`src/rtl/uart_baud_gen_frac.sv`:
```
// rtl/uart_baud_gen_frac.sv - fractional baud-rate strobe generator for the UART datapath
//
// Produces single-cycle enables in the clk_in domain instead of derived clocks:
// an oversample tick, a transmitter bit tick, and a receiver mid-bit sample
// strobe that can be re-phased on a start edge. The divisor is
// div_int + div_frac/2^FRAC_W clocks per oversample tick and can be reloaded
// at run time through a load/acknowledge handshake that only takes effect on
// a bit boundary (or whenever the generator is disabled).
//
// Ports:
//   clk_in        system clock
//   rst           asynchronous, active-high reset
//   en            generator enable; 0 holds all counters at zero
//   cfg_ld        single-cycle request to load cfg_div_int/cfg_div_frac
//   cfg_div_int   requested integer divisor, legal 2..2^DIV_W-1
//   cfg_div_frac  requested fractional divisor
//   cfg_ack       pulse: the pending divisor has become active
//   cfg_err       pulse: the load request was rejected (cfg_div_int < 2)
//   rx_resync     receiver saw a start edge; restart the rx bit phase
//   ovs_tick      oversample strobe
//   tx_tick       one strobe per bit period
//   rx_sample     strobe at the bit centre

module uart_baud_gen_frac #(
    parameter int unsigned DIV_W        = 16,
    parameter int unsigned FRAC_W       = 4,
    parameter int unsigned OVS          = 16,
    parameter int unsigned RST_DIV_INT  = 325,
    parameter int unsigned RST_DIV_FRAC = 8
) (
    input  logic              clk_in,
    input  logic              rst,
    input  logic              en,
    input  logic              cfg_ld,
    input  logic [DIV_W-1:0]  cfg_div_int,
    input  logic [FRAC_W-1:0] cfg_div_frac,
    output logic              cfg_ack,
    output logic              cfg_err,
    input  logic              rx_resync,
    output logic              ovs_tick,
    output logic              tx_tick,
    output logic              rx_sample
);

    localparam int unsigned PH_W = $clog2(OVS);

    // Active divisor and the shadow copy waiting for a bit boundary
    logic [DIV_W-1:0]  div_int;
    logic [FRAC_W-1:0] div_frac;
    logic [DIV_W-1:0]  shd_int;
    logic [FRAC_W-1:0] shd_frac;
    logic              pending;

    // cnt is one bit wider than the divisor so a period of div_int + 1
    // (carry set with div_int at its maximum) is still representable.
    logic [DIV_W:0]    cnt;
    logic [FRAC_W-1:0] acc;
    logic              c;
    logic [PH_W-1:0]   txp;
    logic [PH_W-1:0]   rxp;

    logic [DIV_W:0]    period;
    logic              fire;
    logic              apply;
    logic              ld_ok;
    logic              ld_bad;
    logic [FRAC_W:0]   acc_sum;

    always_comb begin
        period  = {1'b0, div_int} + {{DIV_W{1'b0}}, c};
        // cnt holds the number of enabled edges seen in the current period,
        // so the tick lands exactly `period` edges after the period started.
        fire    = en && (cnt == period);
        // tx_tick is registered, so the cycle it is high is the bit boundary
        apply   = pending && (!en || tx_tick);
        ld_ok   = cfg_ld && (cfg_div_int >= DIV_W'(2));
        ld_bad  = cfg_ld && (cfg_div_int <  DIV_W'(2));
        acc_sum = {1'b0, acc} + {1'b0, div_frac};
    end

    always_ff @(posedge clk_in or posedge rst) begin
        if (rst) begin
            div_int   <= DIV_W'(RST_DIV_INT);
            div_frac  <= FRAC_W'(RST_DIV_FRAC);
            shd_int   <= DIV_W'(RST_DIV_INT);
            shd_frac  <= FRAC_W'(RST_DIV_FRAC);
            pending   <= 1'b0;
            cnt       <= '0;
            acc       <= '0;
            c         <= 1'b0;
            txp       <= '0;
            rxp       <= '0;
            ovs_tick  <= 1'b0;
            tx_tick   <= 1'b0;
            rx_sample <= 1'b0;
            cfg_ack   <= 1'b0;
            cfg_err   <= 1'b0;
        end else begin
            cfg_ack <= apply;
            cfg_err <= ld_bad;

            if (apply) begin
                // Restart all timing from a clean bit boundary with the new rate
                div_int   <= shd_int;
                div_frac  <= shd_frac;
                cnt       <= '0;
                acc       <= '0;
                c         <= 1'b0;
                txp       <= '0;
                rxp       <= '0;
                ovs_tick  <= 1'b0;
                tx_tick   <= 1'b0;
                rx_sample <= 1'b0;
            end else if (!en) begin
                cnt       <= '0;
                acc       <= '0;
                c         <= 1'b0;
                txp       <= '0;
                rxp       <= '0;
                ovs_tick  <= 1'b0;
                tx_tick   <= 1'b0;
                rx_sample <= 1'b0;
            end else begin
                ovs_tick  <= fire;
                tx_tick   <= fire && (txp == PH_W'(OVS - 1));
                // A resync on a tick edge starts a new bit, so that tick is not a centre
                rx_sample <= fire && !rx_resync && (rxp == PH_W'(OVS / 2 - 1));

                if (fire) begin
                    // The tick edge itself counts as the first edge of the next period
                    cnt      <= {{DIV_W{1'b0}}, 1'b1};
                    {c, acc} <= acc_sum;
                    txp      <= txp + PH_W'(1);
                end else begin
                    cnt <= cnt + {{DIV_W{1'b0}}, 1'b1};
                end

                if (rx_resync) begin
                    rxp <= '0;
                end else if (fire) begin
                    rxp <= rxp + PH_W'(1);
                end
            end

            // A load coincident with apply lands in the shadow after the old
            // shadow has been consumed, so it stays pending for the next boundary.
            if (ld_ok) begin
                shd_int  <= cfg_div_int;
                shd_frac <= cfg_div_frac;
                pending  <= 1'b1;
            end else if (apply) begin
                pending  <= 1'b0;
            end
        end
    end

endmodule

```
`config.mk`:
```
export PLATFORM = sky130hd
export DESIGN_NAME = uart_baud_gen_frac
export DESIGN_NICKNAME = d
export VERILOG_FILES = /design/src/rtl/uart_baud_gen_frac.sv
export SDC_FILE = /design/constraint.sdc
export NUM_CORES = 1
export LEC_CHECK = 0
export BUFFER_PORTS_ARGS = -buffer_cell sky130_fd_sc_hd__clkbuf_2
export CORE_MARGIN = 1.5
export CORE_UTILIZATION = 43
export DETAILED_ROUTE_END_ITERATION = 8
export GPL_ROUTABILITY_DRIVEN = 0
export GPL_TIMING_DRIVEN = 0
export SLEW_MARGIN = 20
export SYNTH_ARGS = -nofsm -noshare
export SYNTH_HDL_FRONTEND = slang
export SYNTH_SLANG_ARGS = --single-unit
export TNS_END_PERCENT = 50
```
`constraint.sdc`:
```
create_clock -name clk_in -period 8.5 [get_ports clk_in]
set_input_delay 0.425 -clock clk_in [delete_from_list [all_inputs] [get_ports clk_in]]
set_output_delay 0.425 -clock clk_in [all_outputs]
set_load 0.005 [all_outputs]
```
Word level (Yosys, flattened, before mapping)
Index checks and enable logic that the tools add are counted.
W data, S select, Z words.
- bits of input ports: 25
- output and inout bits: 5
- bits in registers: 76
- equality and inequality tests: 5
- $lt $le $gt $ge: 2
- multiplexer cells: 24
- $add $sub $neg: 5
- reduce and logical (&&, ||, !) cells: 11
- operators with widths (operator ; number):
    $mux W17 ; 3
    $mux W4 ; 10
    $add A16 B1 Y17 ; 1
    $add A17 B1 Y17 const B ; 1
    $eq A17 B17 Y1 ; 1
    $ge A16 B2 Y1 const B ; 1
    $lt A16 B2 Y1 const B ; 1
    $mux W1 ; 11
    $add A4 B1 Y4 const B ; 2
    $logic_and A1 B1 Y1 ; 7
    $add A4 B4 Y5 ; 1
    $eq A4 B3 Y1 const B ; 1
    $eq A4 B4 Y1 const B ; 1
    $ne A4 B1 Y1 const B ; 1
    $ne A3 B1 Y1 const B ; 1
    $logic_not A1 Y1 ; 2
    $reduce_bool A2 Y1 ; 1
    $logic_or A1 B1 Y1 ; 1

Depth between registers and ports, before layout
- word-level depth: 7
- mapped depth: 11

Worst setup path after synthesis
OpenSTA, ideal clock, no wires.
- path type: register to register
- start: reg div_int[0]
- end: reg cnt[10]
- library setup time: 0.136 ns
- stages on the path, launching flop included: 12
- required time: 8.364 ns
- path buffers: 2
- setup slack: 5.708 ns
- data arrival time: 2.655 ns
- cell sequence: dfstp_2 ha_1 ha_1 clkbuf_1 nand3_1 nor2_1 a21boi_0 o41ai_1 a31oi_1 nor2_2 buf_2 nor3_1
- longest elaborated chain between the ends: 6
- ends and longest elaborated chain (element ; RTL line ; source):
    start: declaration ; 48 ; logic [DIV_W-1:0] div_int;
    start signal: assignment ; 83 ; div_int <= DIV_W'(RST_DIV_INT);
    start signal: assignment ; 104 ; div_int <= shd_int;
    $add A16 B1 Y17 ; 70 ; period = {1'b0, div_int} + {{DIV_W{1'b0}}, c};
    $eq A17 B17 Y1 ; 73 ; fire = en && (cnt == period);
    $logic_and A1 B1 Y1 ; 73 ;
    $mux W17 ; 129 ; if (fire) begin
    $mux W17 ; 114 ; end else if (!en) begin
    $mux W17 ; 102 ; if (apply) begin
    end signal: assignment ; 131 ; cnt <= {{DIV_W{1'b0}}, 1'b1};
    end signal: assignment ; 135 ; cnt <= cnt + {{DIV_W{1'b0}}, 1'b1};
    end: declaration ; 56 ; logic [DIV_W:0] cnt;
No other way between the ends.
A chain may end at the register's enable or synchronous reset.

Worst setup path after layout
- start: reg div_int[0]
- end: reg txp[1]
- longest elaborated chain between the ends: 4
- ends and longest elaborated chain (element ; RTL line ; source):
    $add A16 B1 Y17 ; 70 ;
    $eq A17 B17 Y1 ; 73 ;
    $logic_and A1 B1 Y1 ; 73 ;
    $ne A3 B1 Y1 (no line) ; - ;
    end signal: assignment ; 133 ; txp <= txp + PH_W'(1);
    end: declaration ; 59 ; logic [PH_W-1:0] txp;
No other way between the ends.

==> flow_summary_export.csv <==
group,metric,value,unit
status,run_status,"finished clean",
setup_path,crit_type,"reg -> reg",
setup_path,critical_path_required,8.76,ns
detailed_routing,drt_first_iter_violations,164,
detailed_routing,route.final.wire_length,8223,um
global_route,global_route_wire_length_before_repair,14450,um
place,post-place-ws,4.855,ns
clocking,cts-root-buf,"sky130_fd_sc_hd__clkbuf_8",
place,count_of_buffers_from_port_buffering,29,
synthesis,ys_warn_count,0,
die,die_area,9677,sq um
global_route,grt_overflow,0,
die,initial_utilization,0.4463,
cells_and_area,fin_area,4466,sq um
global_route,pin_count_of_the_biggest_net_entering_global_routing,57,
setup_path,cp.arrival,3.92,ns
sta,maxClockFrequency,273.3,MHz
setup_path,worst_setup_path_end_kind,"flip-flop",
setup_path,rr_worst_depth,10,
sta,transition_time_at_the_pin_with_the_least_slew_margin,0.7459,ns
synthesis,count_of_different_cell_masters_after_synthesis,49,
run,max-cap-violations,0,
die,rows,34,
sta,period_share,0.4305,
power_and_ir_drop,p_sw_frac,0.2602,
die,number_of_i_o_pins,30,
cells_and_area,area_growth_from_synthesis_to_layout,14.17,%
sta,timing_hold_violations_final,0,
power_and_ir_drop,internal_power,641.7,uW
sta,rsz0062_at_grt,"no",
synthesis,synth_nets,424,
clocking,worst_skew_pair.late_latency,0.35,ns
sta,clock-skew-final,0.01405,ns
clocking,tritoncts,"built",
global_route,grt_util_all_layers,0.1863,
sta,layout_setup_ws,4.841,ns
cells_and_area,layout.core_utilization,0.5096,
power_and_ir_drop,power.share.clock,0.394,
clocking,post_cts.resized_instances,0,
place,dpl-instance-area,4222,sq um
cells_and_area,layout_commonest_cell,"sky130_fd_sc_hd__nand2_1",
die,core-area,8763,sq um
sta,finalSetupViolCount,0,
synthesis,synth_register_bits,76,
setup_path,worst-path-max-fanout,10,
detailed_routing,drt_pre_antenna_iters,4,
sta,finalHoldWorstSlack,0.01373,ns
synthesis,syn_area,3911,sq um
detailed_routing,detail_route.vias_per_cell,5.497,
clocking,post-cts-setup-buffer-count,0,
global_route,first_global_vias,3054,
clocking,cts_inserted_buffers,9,
synthesis,post_synth_inst_count,389,
clocking,clk_pin_slew_worst_paths,0.08,ns
power_and_ir_drop,p_leak,1.945,nW
cells_and_area,drive_gt1_frac,0.2023,
sta,finalWorstPathRequiredPeriod,3.659,ns
clocking,cts_hold_repair.buffers,0,
clocking,cts_max_path_buffers,2,
clocking,numClockSinks,76,
setup_path,r2r-start,"div_int[0]",
cells_and_area,antenna_cells,0,
die,floorplan.die.width,98.37,um
detailed_routing,drt.antenna.violating_nets,0,
power_and_ir_drop,reg_power_frac,0.483,
power_and_ir_drop,power.density_cell_area,194.2,nW/um^2
power_and_ir_drop,switchingPower,225.7,uW
synthesis,syn-mean-instance-area,10.05,sq um
sta,maxSlewViolCount,0,
synthesis,synth_top_flop_cell,"sky130_fd_sc_hd__dfrtp_1",
power_and_ir_drop,max-vdd-ir-drop,0.09446,mV
power_and_ir_drop,share_comb_of_total_power,0.123,
detailed_routing,wire_per_inst,15.14,um
die,die_height,98.37,um
setup_path,r2r_setup_slack,4.84,ns
synthesis,async_flop_share,1.000,
cells_and_area,layout_common_cells,"sky130_fd_sc_hd__nand2_1, sky130_fd_sc_hd__dfrtp_1, sky130_fd_sc_hd__clkbuf_2",
clocking,cts.htree.levels,3,
synthesis,synth_sequential_area_ratio,0.4894,
cells_and_area,nNetsFinal,465,
worst_hold_path,worstHoldPathType,"in -> async",
setup_path,rr_endpoint,"txp[1]",
sta,max-slew-margin-rel,0.5004,
detailed_routing,drt_drc_violations_left,0,
sta,setup_total_negative_slack,0,ns
place,dp_hpwl,5908,um
synthesis,synth-edff-count,0,
setup_path,cp-start-kind,"flip-flop",
global_route,antenna_found_initial,0,
detailed_routing,dr_total_vias,2985,
[metal layers]
layer | part of all wire | vias to the layer above | global-route usage
met5 | 0 | - | 0
met4 | 0.013 | 0 | 0.06284
met3 | 0.038 | 10 | 0.03579
met2 | 0.46 | 68 | 0.2961
met1 | 0.49 | 1446 | 0.2567
li1 | - | 1461 | -
[area by class of cell]
cell class,count,area (sq um)
multi-input combinational,285,1887
inverter,11,43.79
sequential,76,1914
buffer,17,68.82
tap,108,135.1
timing repair buffer,30,172.7
fill,849,4298
clock inverter,4,98.84
clock buffer,12,145.1
[sequential cells by signal, summed over array words and instances, names as in the netlist]
| register | count |
|---|---|
| shd_int | 16 |
| cnt | 17 |
| c | 1 |
| ovs_tick | 1 |
| cfg_ack | 1 |
| pending | 1 |
| txp | 4 |
| tx_tick | 1 |
| shd_frac | 4 |
| div_int | 16 |
| rx_sample | 1 |
| rxp | 4 |
| cfg_err | 1 |
| div_frac | 4 |
| acc | 4 |
[synthesized netlist by cell type (all sizes together) (12+ instances only)]
master  instances  area [sq um]
nand2          67         251.5
dfrtp          66          1652
xnor2          22         192.7
nor3           21         105.1
mux2           20         225.2
nand3          19         95.09
a21oi          18         90.09
o21ai          15         75.07
clkbuf         12         45.04
nand4          12         96.34
xor2           12         105.1
[how the worst max path moves through the flow]
stage | from | slack [ns] | cells after the start | endpoint
floorplan | div_int[0] | 5.71 | 11 | cnt[10]
global placement | div_int[0] | 4.93 | 10 | cnt[15]
detailed placement | div_int[0] | 4.86 | 11 | cnt[14]
CTS | div_int[0] | 4.84 | 11 | cnt[11]
global route | div_int[0] | 4.40 | 10 | txp[1]
finish | div_int[0] | 4.84 | 10 | txp[1]
[cell families (layout without fill, tap and decap cells)]
logic type      Yosys count  after routing  share of synthesized area
compound gates           57             57                    0.09789
xor+xnor                 35             35                    0.08221
fa+ha+maj                10             10                    0.03391
buf+inv                  28             74                    0.02815
flops                    76             76                     0.4894
mux                      20             20                    0.05758
simple gates            163            163                     0.2108
[metrics by stage]
stage / total power, mW / std cells
6_report: 0.8673 / 543
5_1_grt: 0.9090 / 543
4_1_cts: 0.8765 / 543
3_5_place_dp: 0.5333 / 527
3_3_place_gp: 0.5282 / 526
2_1_floorplan: 0.4978 / 389
[critical path, cell delays in order, from the launching register on]
cell	delay, ns
sky130_fd_sc_hd__dfstp_2	0.54
sky130_fd_sc_hd__ha_1	0.24
sky130_fd_sc_hd__ha_1	0.17
sky130_fd_sc_hd__clkbuf_1	0.31
sky130_fd_sc_hd__nand3_1	0.24
sky130_fd_sc_hd__nor4_1	0.59
sky130_fd_sc_hd__o41ai_1	0.16
sky130_fd_sc_hd__a31oi_1	0.59
sky130_fd_sc_hd__clkbuf_1	0.40
sky130_fd_sc_hd__o21ai_0	0.16
sky130_fd_sc_hd__a21oi_1	0.17
[power groups by stage]
stage | clock network, mW | registers [mW] | logic (mW)
2_1_floorplan | 0 | 0.417 | 0.0809
3_3_place_gp | 0 | 0.425 | 0.103
3_5_place_dp | 0 | 0.426 | 0.108
4_1_cts | 0.349 | 0.419 | 0.108
5_1_grt | 0.364 | 0.424 | 0.122
6_report | 0.341 | 0.419 | 0.107
(Power assumes the default switching activity.)
